### config.mk
export PLATFORM = sky130hd
export DESIGN_NAME = pc_sequencer
export DESIGN_NICKNAME = d
export VERILOG_FILES = /design/src/rtl/pc_seq_pkg.sv /design/src/rtl/adder.sv /design/src/rtl/pc_sequencer.sv
export SDC_FILE = /design/constraint.sdc
export NUM_CORES = 1
export LEC_CHECK = 0
export ABC_AREA = 1
export CAP_MARGIN = 15
export CORE_MARGIN = 1
export CORE_UTILIZATION = 40
export DETAILED_ROUTE_END_ITERATION = 16
export PLACE_DENSITY = 0.68
export SLEW_MARGIN = 20
export SYNTH_ARGS = -nofsm -noshare
export SYNTH_HDL_FRONTEND = slang
export SYNTH_HIERARCHICAL = 1
export SYNTH_SLANG_ARGS = --single-unit
### constraint.sdc
create_clock -name i_clk -period 4.9 [get_ports i_clk]
set_input_delay 0.735 -clock i_clk [delete_from_list [all_inputs] [get_ports i_clk]]
set_output_delay 0.735 -clock i_clk [all_outputs]
set_load 0.01 [all_outputs]
### src/rtl/pc_seq_pkg.sv
// Shared types and constants for the fetch-side program-counter sequencer.
package pc_seq_pkg;

  localparam int WIDTHPC_DEF    = 30;
  localparam int WIDTHINSTR_DEF = 32;

  // Word addresses; byte addresses are these shifted left by two.
  localparam logic [WIDTHPC_DEF-1:0] RESET_ADDR_DEF = 30'h0010_0000;
  localparam logic [WIDTHPC_DEF-1:0] EXC_ADDR_DEF   = 30'h2000_0060;

  typedef enum logic [1:0] {
    IDLE    = 2'd0,
    FETCH   = 2'd1,
    DELIVER = 2'd2
  } state_t;

  typedef enum logic [1:0] {
    PC_HOLD = 2'd0,
    PC_INC  = 2'd1,
    PC_TGT  = 2'd2,
    PC_EXC  = 2'd3
  } pc_sel_t;

endpackage

### src/rtl/adder.sv
// Plain modulo-2^DATA_WIDTH adder; used here as the pc+1 incrementer.
module adder #(
  parameter int DATA_WIDTH = 32
) (
  input  logic [DATA_WIDTH-1:0] i_op1,
  input  logic [DATA_WIDTH-1:0] i_op2,
  output logic [DATA_WIDTH-1:0] o_result
);

  assign o_result = i_op1 + i_op2;

endmodule

### src/rtl/pc_sequencer.sv
// Owns the fetch PC, issues one instruction-memory request at a time and
// presents each returned instruction to decode until it is accepted.
module pc_sequencer
  import pc_seq_pkg::*;
#(
  parameter int                   WIDTHPC    = WIDTHPC_DEF,
  parameter int                   WIDTHINSTR = WIDTHINSTR_DEF,
  parameter logic [WIDTHPC-1:0]   RESET_ADDR = WIDTHPC'(RESET_ADDR_DEF),
  parameter logic [WIDTHPC-1:0]   EXC_ADDR   = WIDTHPC'(EXC_ADDR_DEF)
) (
  input  logic                  i_clk,
  input  logic                  i_rst,
  input  logic                  i_stall,
  input  logic                  i_PCSrc,
  input  logic [WIDTHPC-1:0]    i_addr,
  input  logic                  i_flush,
  output logic                  o_imem_req,
  output logic [WIDTHPC-1:0]    o_imem_addr,
  input  logic                  i_imem_ack,
  input  logic [WIDTHINSTR-1:0] i_imem_data,
  output logic [WIDTHINSTR-1:0] o_instr,
  output logic                  o_instr_valid,
  output logic [WIDTHPC-1:0]    o_pc,
  output logic [WIDTHPC-1:0]    o_incPC,
  output state_t                o_state
);

  // Handshakes: a memory transfer happens on a cycle with o_imem_req & i_imem_ack,
  // and req/addr stay stable until then; decode takes the instruction on a cycle
  // with o_instr_valid & ~i_stall, and the outputs hold while it stalls.

  state_t              state;
  state_t              state_next;
  pc_sel_t             pc_sel;
  logic                capture;
  logic                fp_set;
  logic                fp_clr;
  logic                flush_pend;
  logic [WIDTHPC-1:0]  pc;
  logic [WIDTHPC-1:0]  pc_inc;

  adder #(.DATA_WIDTH(WIDTHPC)) u_inc (
    .i_op1    (pc),
    .i_op2    (WIDTHPC'(1)),
    .o_result (pc_inc)
  );

  always_ff @(posedge i_clk or posedge i_rst) begin
    if (i_rst) state <= IDLE;
    else       state <= state_next;
  end

  always_comb begin
    state_next = state;
    unique case (state)
      IDLE:    state_next = FETCH;
      FETCH:   if (i_imem_ack && !flush_pend && !i_flush) state_next = DELIVER;
      DELIVER: if (i_flush || !i_stall) state_next = FETCH;
      default: state_next = IDLE;
    endcase
  end

  always_comb begin
    o_imem_req    = 1'b0;
    o_instr_valid = 1'b0;
    capture       = 1'b0;
    fp_set        = 1'b0;
    fp_clr        = 1'b0;
    pc_sel        = PC_HOLD;
    unique case (state)
      IDLE: if (i_flush) pc_sel = PC_EXC;
      FETCH: begin
        o_imem_req = 1'b1;
        if (i_imem_ack) begin
          // A flush seen before or with the ack makes the returned word stale.
          if (flush_pend || i_flush) begin
            pc_sel = PC_EXC;
            fp_clr = 1'b1;
          end else begin
            capture = 1'b1;
            pc_sel  = PC_INC;
          end
        end else if (i_flush) begin
          fp_set = 1'b1;
        end
      end
      DELIVER: begin
        o_instr_valid = 1'b1;
        if (i_flush)                  pc_sel = PC_EXC;
        else if (!i_stall && i_PCSrc) pc_sel = PC_TGT;
      end
      default: ;
    endcase
  end

  always_ff @(posedge i_clk or posedge i_rst) begin
    if (i_rst) begin
      pc         <= RESET_ADDR;
      flush_pend <= 1'b0;
      o_instr    <= '0;
      o_pc       <= '0;
      o_incPC    <= '0;
    end else begin
      unique case (pc_sel)
        PC_INC:  pc <= pc_inc;
        PC_TGT:  pc <= i_addr;
        PC_EXC:  pc <= EXC_ADDR;
        default: pc <= pc;
      endcase
      if (fp_set)      flush_pend <= 1'b1;
      else if (fp_clr) flush_pend <= 1'b0;
      if (capture) begin
        o_instr <= i_imem_data;
        o_pc    <= pc;
        o_incPC <= pc_inc;
      end
    end
  end

  assign o_imem_addr = pc;
  assign o_state     = state;

endmodule

==> impl_metrics.csv <==
group,metric,value,unit
sta,fin_crit,2.78,ns
clocking,cts_tree,"done",
floorplanning,rows,49,
clocking,numCtsBuffers,17,
global_route,grt_usage,22.1,%
final_layout,syn_to_final_growth,37.9,%
yosys,netlist.area_leader.share,42.2,%
critical_path,critPathMaxStageDelay,0.60,ns
detailed_routing,wl,20300,µm
power_and_ir_drop,p_int,3.75,mW
yosys,synthAdderAreaFrac,5.21,%
clocking,cts_resized,0,
yosys,ys_types,30,
placed_design,gp_congestion,0.915,
clocking,hold_buffers,0,
yosys,synth-main-ff-cell,"dfrtp_1",
critical_path,path_common_cell,"nand2_1",
floorplanning,dieArea,0.0189,mm²
global_route,grt_pass1_vias,6601,
final_layout,utilization,56.4,%
critical_path,criticalPathCategory,"primary input to flip-flop",
power_and_ir_drop,finalPower,6.43,mW
placed_design,hpwl,15100,µm
yosys,synth_most_common_cell,"nand2_1",
critical_path,worstSetupEndpointType,"flip-flop",
final_layout,diodes,0,
yosys,syn_avg_cell_area,6.97,µm²
power_and_ir_drop,powerDensity,635,mW/mm²
sta,slew_viol_final,0,
power_and_ir_drop,p_comb_share,52.4,%
detailed_routing,routedWlPerCell,13.4,µm
clocking,postCtsSetupBuffers,0,
global_route,antenna_found_initial,0,
yosys,synthCells,1054,
final_layout,final_area,0.0101,mm²
yosys,ys_top_cells_by_count,"504 x nand2_1, 124 x dfrtp_1, 117 x inv_1",
floorplanning,start_util,40.9,%
sta,worstMarginPinSlew,0.963,ns
yosys,synth-async-reset-ratio,100,%
sta,max_slew_margin,35.8,%
detailed_routing,drt_first_iter_violations,408,
clocking,worst_skew_pair.late_latency,0.42,ns
floorplanning,pin_count,194,
final_layout,drive_gt1_share,6.16,%
clocking,clock-root-buffer,"clkbuf_16",
power_and_ir_drop,peakVddDrop,283,µV
yosys,synth-xor-area-share,1.67,%
yosys,seq_area_frac_synth,42.6,%
power_and_ir_drop,p_clk_share,19.2,%
placed_design,post-place-cells,1480,
clocking,cts_buffer_depth,2,
critical_path,cp_max_fo,38,
yosys,syn_area,0.00735,mm²
critical_path,critPathBufInv,3,
sta,skew,0.00852,ns
sta,fin_crit_sh,56.7,%
floorplanning,die_width,138,µm
clocking,clk_pin_slew,0.06,ns
placed_design,placed_area,0.00955,mm²
detailed_routing,vias,6996,
detailed_routing,viasPerCell,4.63,
sta,setup_violations,0,
sta,setup_ws,2.12,ns
critical_path,cp.arrival,3.13,ns
detailed_routing,remaining_drc_errors,0,
worst_hold_path,worstHoldPathType,"flip-flop to flip-flop",
sta,max_freq,0.360,GHz
yosys,yosysWarnings,6,
yosys,yosys-top-cells-area,"dfrtp_1 42%, nand2_1 26%, inv_1 6.0%, nand3_1 5.7%, ha_1 4.9%",
critical_path,slowest_stage,"inv_2",
critical_path,critPathTopFamily,"buffers and inverters",
yosys,synth_edf_count,0,
floorplanning,die_h,138,µm
yosys,yosys.area_share.simple,38.7,%
yosys,synth_compound_area_share,3.06,%
detailed_routing,first_pass_iters,7,
floorplanning,core,0.0180,mm²
power_and_ir_drop,p_sw,2.68,mW
yosys,synth-seq-cells,125,
sta,final-hold-violation-count,0,
job,drv_cap,0,
power_and_ir_drop,p_sw_share,41.7,%
yosys,synth_top_family_by_area,"simple AND/OR/NAND/NOR gates",
clocking,clock_sinks,125,
power_and_ir_drop,leakagePower,5.52,nW
final_layout,fin_cells,1512,
sta,rsz0062_at_grt,"false",
sta,fin_tns_setup,0,ns
yosys,synth.area.mux_share,0,%
power_and_ir_drop,pwr-share-seq,28.4,%
status,status,"completed",
yosys,synth.largest_area_cell,"dfrtp_1",
critical_path,worstPathCellList,"clkdlybuf4s50_1 -> nand3_2 -> nand2_1 -> inv_2 -> nand3_1 -> inv_1 -> nand2_1 -> nand2_1",
global_route,grt_max_degree,106,
placed_design,port_buffers,193,
global_route,grt_pass1_wl,32400,µm
clocking,htreeDepth,4,
critical_path,crit_path_start_kind,"primary input",
final_layout,final_nets,1368,
critical_path,cp.required,5.26,ns
placed_design,place_ws,1.67,ns
sta,holdWs,0.465,ns
detailed_routing,antenna_left,0,
global_route,overflow,0,
[sequential cells by signal (all words and copies together) (netlist names)]
name	flops
o_imem_addr	30
o_pc	30
o_incPC	30
flush_pend	1
o_instr	32
o_state	2
[cells by family (layout without fill, tap and decap cells)]
group | count (synthesis) | count (layout)
AND/OR/NAND/NOR | 691 | 691
adder cells (fa/ha/maj) | 30 | 30
XOR/XNOR | 14 | 14
buffers and inverters | 154 | 354
other | 2 | 31
flip-flops | 125 | 125
AO/OA/AOI/OAI | 38 | 38
[final cells by class]
cell class / instances / area, µm²
Timing Repair Buffer: 199 / 1980
Multi-Input combinational cell: 804 / 3690
Clock inverter: 13 / 130
Fill cell: 1758 / 7830
Clock buffer: 19 / 453
Inverter: 123 / 468
Sequential cell: 125 / 3130
Tap cell: 229 / 287
[layout by cell type, fill, tap and decap left out]
master           Yosys  final
a21o_1               1      1
a21oi_1             20     20
a21oi_2              1      1
buf_4                5      6
bufinv_16            0      1
clkbuf_16            0     17
clkbuf_8             0      2
clkdlybuf4s50_1      0    193
clkinv_2             0      1
clkinv_4             0      3
clkinvlp_4           0      4
conb_1               2     31
dfrtp_1            124    124
dfstp_2              1      1
fa_1                 1      1
ha_1                29     29
inv_1              117    116
inv_2                6      5
inv_6                0      6
nand2_1            504    504
nand2_2             11     11
nand3_1             84     84
nand3_2              7      7
nand4_1              6      6
nor2_1              66     66
nor2_2               6      6
nor2_4               3      3
nor3_1               1      1
nor3_2               3      3
o21ai_0              6      6
o21bai_1             5      5
o21bai_2             2      2
o22ai_1              3      3
xnor2_1              2      2
xor2_1              12     12
[power groups by stage]
stage | registers [mW] | clock network [mW] | logic [mW]
after floorplan | 2.01 | 0 | 1.75
after global placement | 1.83 | 0 | 3.27
after detailed placement | 1.84 | 0 | 3.30
after CTS | 1.83 | 1.26 | 3.32
after global routing | 1.89 | 1.30 | 3.78
final | 1.83 | 1.24 | 3.37
[layer usage]
metal	global-route usage, %	vias to the layer above	part of all wire (%)	wire length, µm
met5	0	-	0	0
met3	4.34	23	5.3	1070
met4	7.33	0	1.5	304
li1	-	3631	-	-
met2	34.8	166	45	9150
met1	30.2	3176	48	9740
[tightest hold or removal path, stage by stage, from the launching register on]
cell     delay [ns]
dfrtp_1        0.34
nand2_1        0.05
nand2_1        0.05
[final timing paths]
check | from | end | slack, ns | cells past startpoint
min reg2reg | o_pc[18] | o_pc[18] | 0.46 | 2
max in group asynchronous | i_rst | o_incPC[6] | 3.16 | 3
min | o_pc[18] | o_pc[18] | 0.46 | 2
min in group asynchronous | i_rst | o_pc[17] | 0.90 | 2
max | i_imem_ack | o_imem_addr[5] | 2.12 | 8
max reg2reg | o_imem_addr[0] | o_imem_addr[24] | 2.40 | 16
Power figures use the tool's default switching activity.
